[config.mk]
export PLATFORM = sky130hd
export DESIGN_NAME = led_div_bank
export DESIGN_NICKNAME = d
export VERILOG_FILES = /design/src/rtl/led_div_pkg.sv /design/src/rtl/led_div_channel.sv /design/src/rtl/led_div_bank.sv
export SDC_FILE = /design/constraint.sdc
export NUM_CORES = 1
export LEC_CHECK = 0
export ABC_AREA = 1
export ABC_CLOCK_PERIOD_IN_PS = 4750
export BUFFER_PORTS_ARGS = -buffer_cell sky130_fd_sc_hd__buf_2
export CAP_MARGIN = 15
export CORE_MARGIN = 10
export CORE_UTILIZATION = 40
export DETAILED_ROUTE_END_ITERATION = 8
export PLACE_DENSITY = 0.6
export REMOVE_ABC_BUFFERS = 1
export SLEW_MARGIN = 10
export SYNTH_ARGS = -nofsm -noshare
export SYNTH_HDL_FRONTEND = slang
export SYNTH_SLANG_ARGS = --single-unit
[constraint.sdc]
create_clock -name clkin -period 4.75 [get_ports clkin]
set_input_delay 0.2375 -clock clkin [delete_from_list [all_inputs] [get_ports clkin]]
set_output_delay 0.2375 -clock clkin [all_outputs]
set_load 0.01 [all_outputs]
[src/rtl/led_div_pkg.sv]
// Shared defaults and helpers for the LED clock-enable divider bank.
package led_div_pkg;

  localparam int          NUM_CH_DEF       = 6;
  localparam int          CNT_W_DEF        = 24;
  localparam int unsigned DEFAULT_HALF_DEF = 32'd5_999_999;

  // Index width for a channel select; never narrower than one bit.
  function automatic int clog2_min1(input int n);
    return (n <= 1) ? 1 : $clog2(n);
  endfunction

endpackage

[src/rtl/led_div_channel.sv]
// One divider channel: half-period counter, active/pending half-period
// registers, registered square wave and one-cycle tick.
module led_div_channel
  import led_div_pkg::*;
#(
  parameter int          CNT_W        = CNT_W_DEF,
  parameter int unsigned DEFAULT_HALF = DEFAULT_HALF_DEF
) (
  input  logic             clkin,
  input  logic             resetn,
  input  logic             en,
  input  logic             src,
  input  logic             ld,
  input  logic [CNT_W-1:0] wr_data,
  output logic             div_out,
  output logic             tick,
  output logic             pend
);

  localparam logic [CNT_W-1:0] HP_RST = CNT_W'(DEFAULT_HALF);

  logic [CNT_W-1:0] cnt;
  logic [CNT_W-1:0] hp;
  logic [CNT_W-1:0] hp_pend;

  // Count source events; toggle and retire any pending half-period at terminal.
  always_ff @(posedge clkin) begin
    if (!resetn) begin
      cnt     <= '0;
      hp      <= HP_RST;
      hp_pend <= HP_RST;
      pend    <= 1'b0;
      div_out <= 1'b0;
      tick    <= 1'b0;
    end else begin
      tick <= 1'b0;
      if (en && src) begin
        if (cnt == hp) begin
          cnt     <= '0;
          div_out <= ~div_out;
          tick    <= 1'b1;
          if (pend) begin
            hp   <= hp_pend;
            pend <= 1'b0;
          end
        end else begin
          cnt <= cnt + CNT_W'(1);
        end
      end
      // A running channel defers the new value to its next terminal so the
      // current half-period is never cut short; an idle channel takes it now.
      // Placed last so a write landing on a terminal leaves pend set.
      if (ld) begin
        if (en) begin
          hp_pend <= wr_data;
          pend    <= 1'b1;
        end else begin
          hp   <= wr_data;
          cnt  <= '0;
          pend <= 1'b0;
        end
      end
    end
  end

endmodule

[src/rtl/led_div_bank.sv]
// Multi-channel programmable clock-enable divider bank. All channels share
// clkin; optional cascade makes each channel count its predecessor's ticks.
module led_div_bank
  import led_div_pkg::*;
#(
  parameter int          NUM_CH       = NUM_CH_DEF,
  parameter int          CNT_W        = CNT_W_DEF,
  parameter int unsigned DEFAULT_HALF = DEFAULT_HALF_DEF,
  parameter bit          CASCADE      = 1'b1
) (
  input  logic                            clkin,
  input  logic                            resetn,
  input  logic [NUM_CH-1:0]               en,
  input  logic                            wr_en,
  input  logic [clog2_min1(NUM_CH)-1:0]   wr_ch,
  input  logic [CNT_W-1:0]                wr_data,
  output logic [NUM_CH-1:0]               div_out,
  output logic [NUM_CH-1:0]               tick,
  output logic [NUM_CH-1:0]               pend
);

  localparam int WR_W = clog2_min1(NUM_CH);

  logic [NUM_CH-1:0] src;
  logic [NUM_CH-1:0] ld;

  for (genvar i = 0; i < NUM_CH; i++) begin : g_ch
    if (i == 0 || !CASCADE) begin : g_src_free
      assign src[i] = 1'b1;
    end else begin : g_src_chain
      assign src[i] = tick[i-1];
    end

    // Out-of-range channel indices match no channel and are dropped.
    assign ld[i] = wr_en && (wr_ch == WR_W'(i));

    led_div_channel #(
      .CNT_W        (CNT_W),
      .DEFAULT_HALF (DEFAULT_HALF)
    ) u_ch (
      .clkin   (clkin),
      .resetn  (resetn),
      .en      (en[i]),
      .src     (src[i]),
      .ld      (ld[i]),
      .wr_data (wr_data),
      .div_out (div_out[i]),
      .tick    (tick[i]),
      .pend    (pend[i])
    );
  end

endmodule

---- After elaboration in Yosys (flattened, before gate mapping) ----
Index checks and enable logic that the tools add are counted.
W data, S select, Z words.
storage, ports and cells
  register bits after elaboration ......... 450
  output and inout port bits .............. 18
  logic and storage cells ................. 191
cells by class
  add/subtract/negate cells ............... 6
  equal/unequal tests ..................... 11
  multiplexer cells ....................... 84
  bitwise gates (word level) .............. 6
  reductions and logical operators ........ 48
operator list
  cell                     number
  $mux W24                 54
  $add A24 B1 Y24 const B  6
  $eq A24 B24 Y1           6
  $reduce_and A2 Y1        24
  $mux W1                  30
  $reduce_bool A2 Y1       12
  $logic_and A1 B1 Y1      11
  $eq A3 B2 Y1 const B     2
  $eq A3 B3 Y1 const B     2
  $not A1 Y1               6
  $eq A3 B1 Y1 const B     1
  $logic_not A3 Y1         1

---- Longest topological paths before layout ----
Gate-level depths: netlist of run 1.
  depth after elaboration ................. 5
  mapped depth ............................ 15
  mapped depth without buffers ............ 14

---- Cells and area by module ----
Synthesis of run 1 repeated with hierarchy kept, for this count alone.
second synthesis, totals
  cell total of the unflattened synthesis .. 3481
  area total of the unflattened synthesis .. 23505.0 um2
modules (own cells, without submodules)
  module                              times used  cells each  area each (um2)
  led_div_channel (g_ch[0].u_ch ...)  5           581         3920.0
  led_div_channel (g_ch[5].u_ch)      1           560         3842.4
  led_div_bank                        1           16          62.6

---- Least setup slack after synthesis of run 1 ----
No wires, ideal clock.
  path type ............................... register to register
  start point ............................. reg g_ch[2].u_ch.cnt[0]
  end point ............................... reg g_ch[2].u_ch.cnt[20]
  setup time .............................. 0.116 ns
  data arrival time ....................... 1.623 ns
  data required time ...................... 4.634 ns
  slack ................................... 3.011 ns
  stages on the path, launching flop included .. 11
  cells stage by stage .................... dfxtp_1 ha_1 inv_1 nor3_1 nand2_1 nor2_1 inv_1 nor3_1 nand3_1 o21ai_0 nor2_1
on the way
  longest elaborated chain between the ends .. 5
  elaborated cells on any way between the ends .. 6
  classes of those cells .................. 1 x add/sub; 1 x eq/ne; 4 x mux
RTL lines
  item                                                      line                                          text
  start, declared                                           led_div_channel.sv:22                         logic [CNT_W-1:0] cnt;
  start signal, assigned                                    led_div_channel.sv:47                         cnt <= cnt + CNT_W'(1);
  $add A24 B1 Y24 / $eq A24 B24 Y1 (equally long branches)  led_div_channel.sv:47, led_div_channel.sv:38
  $mux W24 *                                                led_div_channel.sv:38                         if (cnt == hp) begin
  $mux W24 *                                                led_div_channel.sv:37                         if (en && src) begin
  $mux W24                                                  led_div_channel.sv:54                         if (en) begin
  $mux W24 *                                                led_div_channel.sv:53                         if (ld) begin
Mark *: on every way between the ends. The rest lies on a longest branch, timed or not.
A chain may end at the register's enable or synchronous reset.

---- Final worst setup path of run 1 ----
  start point ............................. reg g_ch[2].u_ch.cnt[10]
  end point ............................... reg g_ch[2].u_ch.hp[18]
on the way
  longest elaborated chain between the ends .. 5
RTL lines
  item                  line                   text
  $eq A24 B24 Y1 *      led_div_channel.sv:38
  $mux W24 *            led_div_channel.sv:38
  $mux W24 *            led_div_channel.sv:37
  $mux W24              led_div_channel.sv:54
  $mux W24 *            led_div_channel.sv:53
  end signal, assigned  led_div_channel.sv:43  hp <= hp_pend;
  end signal, assigned  led_div_channel.sv:58  hp <= wr_data;
  end, declared         led_div_channel.sv:23  logic [CNT_W-1:0] hp;
Marked as above.

==> results of run 1 <==
-- state kept, by name, indices dropped and copies added, names as in the netlist --
register           count
g_ch.u_ch.cnt        144
g_ch.u_ch.div_out      6
g_ch.u_ch.hp         144
g_ch.u_ch.hp_pend    144
g_ch.u_ch.pend         6
g_ch.u_ch.tick         6
-- routing by layer --
layer | vias up | global-route usage, % | part of all wire, %
met5 | - | 0 | 0
met4 | 0 | 6.65 | 3.0
met3 | 102 | 3.21 | 5.9
met2 | 526 | 31.3 | 43
met1 | 9701 | 28.4 | 48
li1 | 10900 | - | -
-- logic make-up after synthesis --
kind of cell / Yosys count
XOR/XNOR: 142
AO/OA/AOI/OAI: 437
AND/OR/NAND/NOR: 1766
buffers and inverters: 628
adder cells (fa/ha/maj): 6
flip-flops: 450
-- power breakdown --
group          leakage, uW  switching [uW]  internal, uW
Combinational      0.00727             321           115
Clock             0.000945            1710          2790
Sequential         0.00364            43.0          3830
Total               0.0119            2070          6740
-- cell usage in the layout (no fill, tap or decap), types with 6 or more instances in the layout --
cell       instances
nor2_2            13
buf_2             52
or2_2              6
nand2_1          849
nand2_2            9
inv_1            439
nand3_1          262
dfxtp_1          450
o21ai_0          162
nor2_1           364
bufinv_16         12
clkinv_2          11
a31oi_1            8
nand4_1           89
nor3_1            82
ha_1               6
nor2_4             9
o211ai_1         100
clkbuf_1           8
nor3b_1           24
xnor2_1           59
nand3b_1          23
clkbuf_16         52
inv_2             18
clkbuf_8           8
o21ai_1           17
buf_4             18
a21oi_1          132
nor4_1            15
xor2_1            83
-- through the flow --
step	total power, uW	instance area (um^2)	hold slack [ps]	setup WS, ps
after floorplan	4180	22300	322	2140
after CTS	8890	25600	26.3	2140
final	8810	25700	57.7	2140
after global routing	9090	25700	55.9	1870
after global placement	4390	23700	442	2030
after detailed placement	4390	23700	450	1990
-- critical path, stage by stage (launching register included) --
cell and delay, ps:
dfxtp_1 460, xnor2_1 170, nand2_1 80, nor2_1 100, nand3_1 110, nor2_4 570
nand3_2 630, nand2_1 200, nand3_1 80, nand2_1 60, inv_1 40
-- worst paths after layout --
check                                                 to               startpoint  cells past startpoint  slack (ps)
worst max-delay path                 g_ch[2].u_ch.hp[18]     g_ch[2].u_ch.cnt[10]                     10        2140
worst min-delay path            g_ch[1].u_ch.hp_pend[13]              wr_data[13]                      3          60
worst max register to register       g_ch[2].u_ch.hp[18]     g_ch[2].u_ch.cnt[10]                     10        2140
worst min register to register   g_ch[5].u_ch.hp_pend[9]  g_ch[5].u_ch.hp_pend[9]                      2         450
-- layout make-up --
class / instances / area, um^2
Antenna cell: 3 / 7.51
Clock buffer: 68 / 1440
Clock inverter: 27 / 477
Fill cell: 6012 / 31800
Inverter: 463 / 1740
Multi-Input combinational cell: 2351 / 11600
Sequential cell: 450 / 9010
Tap cell: 765 / 957
Timing Repair Buffer: 74 / 472
==> metrics, run 1 <==
count of cell types in the netlist 50; num rows 88; worst path arrival time 3130 ps; Final min period 2610 ps; clock tree buffer depth 3; post-synthesis xor/xnor area fraction 5.38%; root buf cell clkbuf_16; Peak Freq 383 MHz; yosys warns 0; grt ovf 0; peak supply drop 0.257 mV; top-count cell post-synth nand2_1; final std cells w/o fill 4201; DRT iter0 DRCs 1809; Slew HR 27.3%; DRC Markers 0; TritonRoute pass-1 iters 6; global-route wire length before repair 110 mm; dpl cells 4100; synth top area cells dfxtp_1 (39%), nand2_1 (14%), inv_1 (7.1%), nor2_1 (5.9%), nand3_1 (5.7%); Critical Path RT 5270 ps; RSZ-0062 raised after global routing no; EDFF count, synth 0; total core area 0.0575 mm^2; Setup TNS 0 ps; Via Count 21300; fraction of registers with async set/reset 0%; Antenna Violating Nets Remaining 0; Final Hold Vio Count 0; Synth area leader dfxtp_1; number of global-route vias before repair 19200; Worst Setup Path Type register to register; Finish-stage setup viols 0; cts hold-fix bufs 1; simple logic cell fraction of the synthesized area 33.5%; Startpoint Class register; port bufs 53; Clock Pin Slew Worst Setup and Hold Paths 60 ps; I/O Pins 54; Top FF cell, synth dfxtp_1; die footprint 0.0678 mm^2; Die X 260 um; TritonCTS clock tree done; largest net degree at the start of global routing 76; complex-gate fraction of the synthesized area 10.8%; CTS Buf Count 52; Mapped Area 0.0231 mm^2; sequential share of the synthesized area 39.0%; multiplexer area fraction after synthesis 0%; Mapped Cells 3429; endpoint class of the critical path register; critical path peak fanout 27; Post-CTS Resized 0; Clock Sinks 450; GPL Wtd Cong 0.904; adder-cell share of the synthesized area 0.325%; min-delay worst type input pin to register; Detailed Route WL 70.0 mm; register bit total from synthesis 450; main combinational cell family by area after synthesis simple AND/OR/NAND/NOR gates; worst slew pin tran 1090 ps; Die H 260 um; max-cap violations 0; initial antenna violation count 1; cell leakage power 0.0119 uW; Starting Density 40.2%; nets 3434; share of cells above drive strength 1 6.70%; Final Max Slew Viols 0; status finished clean; H-Tree Depth 2; Clk Latency, worst-skew pair 620 ps; commonest cells in the netlist nand2_1 (849), dfxtp_1 (450), inv_1 (440), nor2_1 (366), nand3_1 (262); vias per cell 5.06; Period Utilization, post-route 55.0%; hpwl dp 48.7 mm; P&R area growth vs syn 11.1%; Avg Cell Area, Syn 6.74 um^2; postcts setup bufs 0; Yosys top cell area share 39.0%; Core Util, Final 44.7%; clk_skew 29.7 ps; GRT Total Usage 20.3%; Power Density 343 mW/mm^2; WL per Instance 16.7 um
Note: power is estimated with default switching activity, not from simulation.
==> run 2: changes to the inputs <==
ABC_CLOCK_PERIOD_IN_PS = 2200   (was 4750)
PLACE_DENSITY = 0.62   (was 0.6)
clock period = 2.2 ns   (was 4.75 ns; I/O delays follow)
==> metrics, run 2 (synthesis results as in run 1) <==
final std cells w/o fill 4296 (+2.3%); status complete, but fails checks; I/O Pins 54 (unchanged); postcts setup bufs 0 (unchanged); failing checks negative hold slack; GPL Wtd Cong 0.920 (+1.8%); TritonCTS clock tree done; Critical Path RT 2680 ps (-2590 ps); ANT cells 0 (-3); Startpoint Class register; critical-path cell list nand2_2 > inv_1 > nand4_1 > nor2_1 > nand3b_1 > nor2_4 > buf_12 > nand3_1 > nand3_1 > nand3_1; root buf cell clkbuf_16; global-route wire length before repair 114 mm (+3.6%); Die H 260 um (unchanged); worst setup margin 205 ps (-1930 ps); Detailed Route WL 72.3 mm (+3.3%); worst path arrival time 2470 ps (-660 ps); Antenna Violating Nets Remaining 0 (unchanged); Crit-path slowest cell dfxtp_1; H-Tree Depth 2 (unchanged); CP max stage delay 380 ps (-250 ps); cell leakage power 0.0123 uW (+4.0%); CTS Buf Count 50 (-3.8%); share of cells above drive strength 1 8.92% (+2.2 points); clk_skew 17.2 ps (-12.5 ps); grt ovf 0 (unchanged); most frequent cells in the layout nand2_1 (848), dfxtp_1 (449), inv_1 (439); Final min period 1990 ps (-616 ps); biggest registers after layout g_ch.u_ch.cnt x144, g_ch.u_ch.hp x144, g_ch.u_ch.hp_pend x144; max-cap violations 0 (unchanged); P&R area growth vs syn 14.7%; DRT iter0 DRCs 2060 (+14%); Clock Sinks 450 (unchanged); most frequent CP cell nand3_1; num rows 88 (unchanged); Slew HR 49.4% (+22 points); TritonRoute pass-1 iters 5 (-1); initial antenna violation count 0 (-1); Final Max Slew Viols 0 (unchanged); Via Count 21700 (+2.2%); hpwl dp 51.5 mm (+5.6%); peak supply drop 0.507 mV (+97%); clock tree buffer depth 3 (unchanged); Clock Pin Slew Worst Setup and Hold Paths 60 ps (about the same); nets 3534 (+2.9%); GRT Total Usage 21.0% (+0.73 points); Setup WS pre-CTS 138 ps (-1860 ps); most common cell after layout, fill and taps aside nand2_1; Final Hold Vio Count 1 (+1); total core area 0.0575 mm^2 (unchanged); WL per Instance 16.8 um (+0.98%); Die X 260 um (unchanged); Worst Setup Path Type register to register; min-delay worst type input pin to register; largest net degree at the start of global routing 62 (-18%); Power Density 704 mW/mm^2 (+110%); endpoint class of the critical path register; critical path peak fanout 21 (-22%); port bufs 53 (unchanged); DRC Markers 0 (unchanged); Starting Density 40.2% (unchanged); worst slew pin tran 759 ps (-330 ps); Finish-stage setup viols 0 (unchanged); dpl cells 4179 (+1.9%); Clk Latency, worst-skew pair 610 ps (about the same); vias per cell 5.06 (about the same); Peak Freq 501 MHz (+31%); number of global-route vias before repair 20000 (+4.5%); worst hold margin -11.4 ps (-69.1 ps); Period Utilization, post-route 90.7% (+36 points); die footprint 0.0678 mm^2 (unchanged)
-- run 2: cell count changes in the layout (fill, tap and decap cells not counted), moves of 4 or more --
cell / before / now
clkbuf_8: 8 / 14
nor3_1: 82 / 78
nor3_2: 3 / 7
buf_12: 0 / 8
buf_4: 18 / 89
bufinv_16: 12 / 8
dlygate4sd3_1: 1 / 26
-- run 2: path summary, 6_finish.rpt --
check / slack, ps / cells after the start / startpoint / to
min: -10 / 3 / en[4] / g_ch[4].u_ch.cnt[1]
max: 210 / 10 / g_ch[2].u_ch.tick / g_ch[3].u_ch.hp[2]
max reg2reg: 210 / 10 / g_ch[2].u_ch.tick / g_ch[3].u_ch.hp[2]
min reg2reg: 460 / 2 / g_ch[1].u_ch.hp_pend[12] / g_ch[1].u_ch.hp_pend[12]
-- run 2: worst max-delay path: cells and delay by family, from the launching register on --
family,cells,cell delay (ps)
flip-flops,1,380
buffers and inverters,2,420
AND/OR/NAND/NOR,8,1060
-- run 2: layout make-up --
cell class | count | area (um^2)
clock buffer | 70 | 1490
clock inverter | 21 | 323
timing repair buffer | 176 | 1360
sequential | 450 | 9010
fill | 5997 | 31000
multi-input combinational | 2351 | 11600
inverter | 463 | 1740
tap | 765 | 957
-- run 2: through the flow --
stage               setup TNS [ps]  utilization [%]  total power, uW  instance area (um^2)
floorplan                    -2910                -             9020                 22300
global placement                 0             42.4             9520                 24400
detailed placement               0             42.4             9530                 24400
CTS                              0             46.0            18800                 26400
global route                 -4.27             46.1            19300                 26500
finish                           0             46.1            18700                 26500
-- run 2: per-layer routing --
layer  wire length [um]  GRT usage [%]  up-vias
met3               3900           2.57      113
met5                  0              0        -
met2              32200           33.4      575
li1                   -              -    11100
met1              33700           28.7     9920
met4               2470           7.69        0
-- run 2: repair_timing --
item | 4_1_cts | 5_1_grt
hold buffers | 26 | 0
endpoints found under the hold margin | 110 | 0
setup endpoints to repair | 0 | 17
gates resized for setup | 0 | 12
-- run 2: power by group --
| group | total (uW) | internal, uW | switching, uW |
|---|---|---|---|
| Clock | 9250 | 5640 | 3600 |
| Sequential | 8370 | 8280 | 93.5 |
| Combinational | 1030 | 314 | 721 |
| Total | 18700 | 14200 | 4420 |
